===== src/rtl/warn_monitor.sv =====
// Per-channel warning stretcher: synchronised event inputs, edge/level triggers, hold counters, sticky flags.
// Define WARN_MONITOR_EVTCNT_EN to build the saturating per-channel event counters; otherwise evt_cnt_o is tied to 0.
module warn_monitor #(
    parameter int NUM_CH      = 4,
    parameter int HOLD_W      = 24,
    parameter int CNT_W       = 8,
    parameter int SYNC_STAGES = 2
) (
    input  logic                    clk27,
    input  logic                    reset,
    input  logic                    enable,
    input  logic [NUM_CH-1:0]       event_i,
    input  logic [NUM_CH-1:0]       level_mode,
    input  logic [HOLD_W-1:0]       hold_len,
    input  logic                    clear_i,
    output logic [NUM_CH-1:0]       warn_o,
    output logic                    warn_any_o,
    output logic [NUM_CH-1:0]       sticky_o,
    output logic [NUM_CH*CNT_W-1:0] evt_cnt_o
);

    localparam logic [HOLD_W-1:0] HOLD_ONE = HOLD_W'(1);

    logic [SYNC_STAGES-1:0][NUM_CH-1:0] sync_p0;
    logic [NUM_CH-1:0]                  sync;
    logic [NUM_CH-1:0]                  prev_p1;
    logic [NUM_CH-1:0]                  rise;
    logic [NUM_CH-1:0]                  trig;
    logic [NUM_CH-1:0]                  trig_p2;
    logic [NUM_CH-1:0]                  rise_p2;
    logic [NUM_CH-1:0]                  count_evt;
    logic [NUM_CH-1:0][HOLD_W-1:0]      hold_p3;
    logic [NUM_CH-1:0]                  sticky_p3;

    // Stage 0: synchronizer chain, free-running regardless of enable
    always_ff @(posedge clk27 or posedge reset) begin
        if (reset) begin
            sync_p0 <= '0;
        end else begin
            sync_p0 <= {sync_p0[SYNC_STAGES-2:0], event_i};
        end
    end

    assign sync = sync_p0[SYNC_STAGES-1];

    // Stage 1: edge-detect history of the synchronised input
    always_ff @(posedge clk27 or posedge reset) begin
        if (reset) begin
            prev_p1 <= '0;
        end else begin
            prev_p1 <= sync;
        end
    end

    assign rise = sync & ~prev_p1;
    assign trig = (level_mode & sync) | (~level_mode & rise);

    // Stage 2: registered trigger and rising-edge strobes
    always_ff @(posedge clk27 or posedge reset) begin
        if (reset) begin
            trig_p2 <= '0;
            rise_p2 <= '0;
        end else begin
            trig_p2 <= trig;
            rise_p2 <= rise;
        end
    end

    assign count_evt = rise_p2 & {NUM_CH{enable}};

    // Stage 3: hold counters, frozen entirely while enable is low
    always_ff @(posedge clk27 or posedge reset) begin
        if (reset) begin
            hold_p3 <= '0;
        end else if (enable) begin
            for (int n = 0; n < NUM_CH; n++) begin
                if (trig_p2[n]) begin
                    hold_p3[n] <= hold_len;
                end else if (hold_p3[n] != '0) begin
                    hold_p3[n] <= hold_p3[n] - HOLD_ONE;
                end
            end
        end
    end

    // A counted edge in the same cycle as clear_i still sets its flag
    always_ff @(posedge clk27 or posedge reset) begin
        if (reset) begin
            sticky_p3 <= '0;
        end else begin
            sticky_p3 <= (clear_i ? '0 : sticky_p3) | count_evt;
        end
    end

`ifdef WARN_MONITOR_EVTCNT_EN
    localparam logic [CNT_W-1:0] CNT_ONE = CNT_W'(1);

    logic [NUM_CH-1:0][CNT_W-1:0] cnt_p3;

    function automatic logic [CNT_W-1:0] sat_inc(input logic [CNT_W-1:0] v);
        return (&v) ? v : v + CNT_ONE;
    endfunction

    always_ff @(posedge clk27 or posedge reset) begin
        if (reset) begin
            cnt_p3 <= '0;
        end else begin
            for (int n = 0; n < NUM_CH; n++) begin
                if (count_evt[n]) begin
                    cnt_p3[n] <= clear_i ? CNT_ONE : sat_inc(cnt_p3[n]);
                end else if (clear_i) begin
                    cnt_p3[n] <= '0;
                end
            end
        end
    end

    assign evt_cnt_o = cnt_p3;
`else
    assign evt_cnt_o = '0;
`endif

    always_comb begin
        warn_o = '0;
        for (int n = 0; n < NUM_CH; n++) begin
            warn_o[n] = (hold_p3[n] != '0);
        end
    end

    assign warn_any_o = |warn_o;
    assign sticky_o   = sticky_p3;

endmodule

===== config.mk =====
export PLATFORM = sky130hd
export DESIGN_NAME = warn_monitor
export DESIGN_NICKNAME = d
export VERILOG_FILES = /design/src/rtl/warn_monitor.sv
export SDC_FILE = /design/constraint.sdc
export NUM_CORES = 1
export LEC_CHECK = 0
export CAP_MARGIN = 10
export CORE_MARGIN = 2
export CORE_UTILIZATION = 50
export CTS_BUF_LIST = sky130_fd_sc_hd__clkbuf_4 sky130_fd_sc_hd__clkbuf_8
export DETAILED_ROUTE_END_ITERATION = 12
export GPL_TIMING_DRIVEN = 0
export PLACE_DENSITY = 0.72
export SLEW_MARGIN = 10
export SYNTH_ARGS = -nofsm -noshare
export SYNTH_HDL_FRONTEND = slang
export SYNTH_SLANG_ARGS = --single-unit

===== constraint.sdc =====
create_clock -name clk27 -period 5 [get_ports clk27]
set_input_delay 1 -clock clk27 [delete_from_list [all_inputs] [get_ports clk27]]
set_output_delay 1 -clock clk27 [all_outputs]
set_load 0.02 [all_outputs]

Yosys cells after proc, flatten, opt, wreduce, memory -nomap -nowiden
Cells that the tools add are included.
{"block": "word_totals", "ff_bits": 120, "latchBits": 0, "ram_bits": 0, "rom_bits": 0, "input_bits": 36, "out_inout_bits": 41, "elab_cells": 44, "n_memories": 0}
{"block": "op_classes", "n_addsub": 4, "multipliers": 0, "div_mod_pow": 0, "magnitude_cmp": 0, "n_eq_ne": 0, "shifts": 0, "muxes": 9, "bitwise": 8, "n_reduce_logical": 13}
{"cell": "24-bit 2-to-1 mux", "count": 8}
{"cell": "24-bit nonzero test", "count": 4}
{"cell": "24-bit by 1-bit subtractor with 24-bit output (second input constant)", "count": 4}
{"cell": "4-bit AND", "count": 4}
{"cell": "4-bit NOT", "count": 2}
{"cell": "4-bit bitwise OR", "count": 2}
{"cell": "2-bit AND reduction", "count": 4}
{"cell": "2-bit nonzero test", "count": 4}
{"cell": "4-bit 2-to-1 mux", "count": 1}
{"cell": "4-bit OR reduction", "count": 1}

Depth between registers and ports, before layout
{"block": "depth", "ltp_word": 4, "depth_mapped": 8, "depth_no_buf": 8}

Worst setup path after synthesis
OpenSTA, ideal clock, no wires.
{"block": "synth_timing", "kind": "flip-flop to output port", "start": "reg hold_p3[41] (netlist bit)", "end": "out warn_any_o", "arrival_ns": 2.459, "required_ns": 4.000, "slack_ns": 1.541, "path_stages_with_launch": 6, "path_buffers": 0, "cell_sequence": "dfrtp_1 -> or3_1 -> or4_4 -> nor4_2 -> nand3_1 -> or4_1"}
{"block": "synth_between", "elab_chain_len": 2}
{"item": "from (decl)", "line_no": "32", "rtl": "logic [NUM_CH-1:0][HOLD_W-1:0] hold_p3;"}
{"item": "from (signal, indexed assignment)", "line_no": "78", "rtl": "hold_p3[n] <= hold_len;"}
{"item": "from (signal, indexed assignment)", "line_no": "80", "rtl": "hold_p3[n] <= hold_p3[n] - HOLD_ONE;"}
{"item": "24-bit nonzero test", "line_no": "126", "rtl": "warn_o[n] = (hold_p3[n] != '0);"}
{"item": "named net warn_o[1]", "line_no": "16", "rtl": "output logic [NUM_CH-1:0] warn_o,"}
{"item": "4-bit OR reduction", "line_no": "130", "rtl": "assign warn_any_o = |warn_o;"}
{"item": "to (decl)", "line_no": "17", "rtl": "output logic warn_any_o,"}
The timed path passes the listed nets, and every way through them passes these cells.

Worst setup path after layout
{"block": "layout_timing", "start": "reg hold_p3[79] (netlist bit)", "end": "out warn_any_o"}
{"block": "layout_between", "elab_chain_len": 2}
{"item": "24-bit nonzero test", "line_no": "126"}
{"item": "4-bit OR reduction", "line_no": "130"}
Every way passes these cells.

==> flow_summary.json <==
{
  "outcome": "finished, final reports clean",
  "rows": 45,
  "initial_standard_cell_utilization_of_the_core_pct": 50.52,
  "drt-wirelength-per-cell_um": 20.62,
  "number_of_vias_in_the_routed_layout": 7745,
  "post_place_instance_area_um2": 8409,
  "worstMarginPinSlew_ns": 1.009,
  "layout_common_cells": "sky130_fd_sc_hd__dfrtp_1 (120), sky130_fd_sc_hd__o21ai_0 (70), sky130_fd_sc_hd__nor2_1 (65)",
  "num_io_pins": 77,
  "final_cell_area_um2": 8793,
  "cts_num_sinks": 120,
  "clock_root_buffer": "sky130_fd_sc_hd__clkbuf_8",
  "power.sequential.fraction_pct": 45.8,
  "yosys.area.top_type": "sky130_fd_sc_hd__dfrtp_1",
  "placeableCoreArea_um2": 15030,
  "synth_top_family_by_area": "simple AND/OR/NAND/NOR gates",
  "muxShareOfSynthArea_pct": 0.8237,
  "number_of_endpoints_with_negative_hold_slack_in_the_final_report": 0,
  "setup.worst_path.class": "flip-flop to primary output",
  "detail-route-antenna-nets": 0,
  "drive_above_1_share_pct": 9.920,
  "antenna_found_initial": 0,
  "p_leak_nw": 3.313,
  "finalSetupViolCount": 0,
  "yosysSeqAreaShare_pct": 39.54,
  "max_cap_viol_count": 0,
  "power.share.clock_pct": 29.9,
  "async_reset_ff_share_pct": 100.0,
  "synth_unique_cells": 75,
  "clkSlewWorstSetupHoldPaths_ns": 0.08,
  "final.period_utilization_pct": 95.75,
  "layout_commonest_cell": "sky130_fd_sc_hd__dfrtp_1",
  "synthesized_instance_count": 891,
  "post-place-ws_ns": 0.6540,
  "fraction_of_the_mapped_netlist_area_in_compound_gates_pct": 24.81,
  "final_core_utilization_pct": 58.49,
  "relSlewSlack_pct": 32.16,
  "die_w_um": 127.2,
  "timing.hold.worst.class": "flip-flop to flip-flop",
  "worst-endpoint-arrival_ns": 3.79,
  "synth-edff-count": 0,
  "power_switching_mw": 1.070,
  "synth_area_um2": 7595,
  "port_buffers": 43,
  "critPathRequiredTime_ns": 4.00,
  "num_antenna_cells": 0,
  "holdCritStartpoint": "sync_p0[3]$_DFF_PP0_",
  "slowest_delay_ns": 0.61,
  "global_route_wire_length_before_repair_um": 38470,
  "combinational_share_of_power_pct": 24.3,
  "numCtsBuffers": 17,
  "synth.avg_cell_area_um2": 8.524,
  "clock_tree_from_tritoncts": "built",
  "post-route-worst-setup-slack_ns": 0.2126,
  "area_added_between_synthesis_and_finish_pct": 15.78,
  "maxSlewViolCount": 0,
  "worstSetupEndpointType": "primary output",
  "grtUsageTotal_pct": 30.89,
  "irDropWorstVdd_uv": 194.1,
  "synthXorXnorAreaFrac_pct": 0,
  "detailedRoute.firstPassIterationCount": 5,
  "clock_skew_ns": 0.01040,
  "cp_max_fo": 8,
  "fp.dieH_um": 127.2,
  "power_density_nw_per_um2": 329.1,
  "globalRouteOverflowTotal": 0,
  "num-nets-final": 1029,
  "place.gp.congestion": 0.9563,
  "synth-simple-area-share_pct": 25.50,
  "main_area_contributors_after_synthesis": "sky130_fd_sc_hd__dfrtp_1 (40%), sky130_fd_sc_hd__o21ai_0 (4.6%), sky130_fd_sc_hd__a21oi_1 (3.4%)",
  "grt_start_max_net_pins": 68,
  "switching_share_pct": 36.98,
  "synth.ff_latch_count": 120,
  "power.total_mw": 2.894,
  "fin_hold_ws_ns": 0.3530,
  "synthDominantCellAreaShare_pct": 39.54,
  "slowest_stage": "sky130_fd_sc_hd__or4_1",
  "cts_max_path_buffers": 2,
  "detail_route.iter0.violations": 1054,
  "design.die.area_um2": 16190,
  "remaining_drc_errors": 0,
  "power_report.internal_total_mw": 1.824,
  "grt_setup_unrepaired": "false",
  "max_freq_ghz": 0.2089,
  "worstSetupStartpointType": "flip-flop",
  "clock_tree.htree_level_count": 4,
  "dp_hpwl_um": 16610,
  "avgViaCountPerCell": 6.530,
  "insertion_delay_ns": 0.46,
  "path_cells": "nor4_2, nand4_1, nor2_2, inv_1, or4_1, clkdlybuf4s50_1",
  "r2r_start": "hold_p3[79]$_DFFE_PP0P_",
  "yosys_warnings": 0,
  "synth-adder-area-share_pct": 1.318,
  "ys_dominant_reg_cell": "sky130_fd_sc_hd__dfrtp_1",
  "cp-startpoint": "hold_p3[79]$_DFFE_PP0P_",
  "wl_um": 24460,
  "min_period_ns": 4.787,
  "first_global_vias": 7011
}
[worst max-delay path, delay by kind of cell, from the launching register on]
family	cells	cell delay [ns]
AND/OR/NAND/NOR	4	2.09
buffers and inverters	2	0.78
flip-flops	1	0.44
[state kept, by name, indices dropped and copies added (netlist names)]
signal    cells
sticky_o      4
rise_p2       4
hold_p3      96
trig_p2       4
sync_p0       4
prev_p1       4
sync          4
[final cells by class]
| cell class | count | area, um^2 |
|---|---|---|
| inverters | 36 | 140.1 |
| multi-input cells | 677 | 4106 |
| well taps | 188 | 235.2 |
| clock inverters | 14 | 140.1 |
| repair buffers | 44 | 457.9 |
| plain buffers | 89 | 469.2 |
| flip-flops and latches | 120 | 3003 |
| clock buffers | 18 | 241.5 |
| fillers | 1372 | 6240 |
[path summary, 6_finish.rpt]
kind	slack, ns	cells after the start	end
max	0.21	6	warn_any_o
min	0.35	0	sync[3]$_DFF_PP0_
max reg2reg	2.31	5	hold_p3[84]$_DFFE_PP0P_
min reg2reg	0.35	0	sync[3]$_DFF_PP0_
max in group asynchronous	3.33	3	hold_p3[4]$_DFFE_PP0P_
min in group asynchronous	0.95	2	sync[1]$_DFF_PP0_
[layer usage]
layer | GRT usage (%) | wire, um
met1 | 42.70 | 10120
met2 | 44.72 | 10390
met3 | 7.119 | 2454
met4 | 17.71 | 1494
met5 | 0 | 0
[Yosys cell counts (12+ instances only)]
cell                       instances
sky130_fd_sc_hd__dfrtp_1         120
sky130_fd_sc_hd__o21ai_0          70
sky130_fd_sc_hd__nor2_1           66
sky130_fd_sc_hd__nand2_1          61
sky130_fd_sc_hd__a21oi_1          52
sky130_fd_sc_hd__clkbuf_1         51
sky130_fd_sc_hd__nor3_1           43
sky130_fd_sc_hd__nand3_1          42
sky130_fd_sc_hd__buf_4            33
sky130_fd_sc_hd__inv_1            32
sky130_fd_sc_hd__a22oi_1          31
sky130_fd_sc_hd__nor4_1           31
sky130_fd_sc_hd__or3_1            19
sky130_fd_sc_hd__nand4_1          16
sky130_fd_sc_hd__o311ai_0         13
sky130_fd_sc_hd__or4_1            13
sky130_fd_sc_hd__o22ai_1          12
[power by group through the flow]
stage	logic, mW	registers [mW]	clock network [mW]
final	0.704	1.32	0.866
after global routing	0.781	1.35	0.919
after CTS	0.693	1.32	0.874
after detailed placement	0.692	1.33	0
after global placement	0.673	1.33	0
after floorplan	0.507	1.29	0
[timing repair]
action	4_1_cts	5_1_grt
hold buffers	0	0
gates resized for setup	0	1
buffers inserted	0	0
endpoints found under the setup margin	0	1
[kinds of logic (layout without fill, tap and decap cells)]
kind of cell    count (synthesis)  after routing
other cells                     1             32
simple gates                  354            354
fa+ha+maj                       8              8
compound gates                277            277
mux                             6              6
buf+inv                       125            201
flops                         120            120
[per-stage QoR]
stage | TNS [ns] | std cells
after floorplan | 0 | 922
after global placement | -123.08 | 1153
after detailed placement | 0 | 1154
after CTS | 0 | 1186
after global routing | 0 | 1186
final | 0 | 1186
No activity file was read; power rests on OpenSTA's default activity.
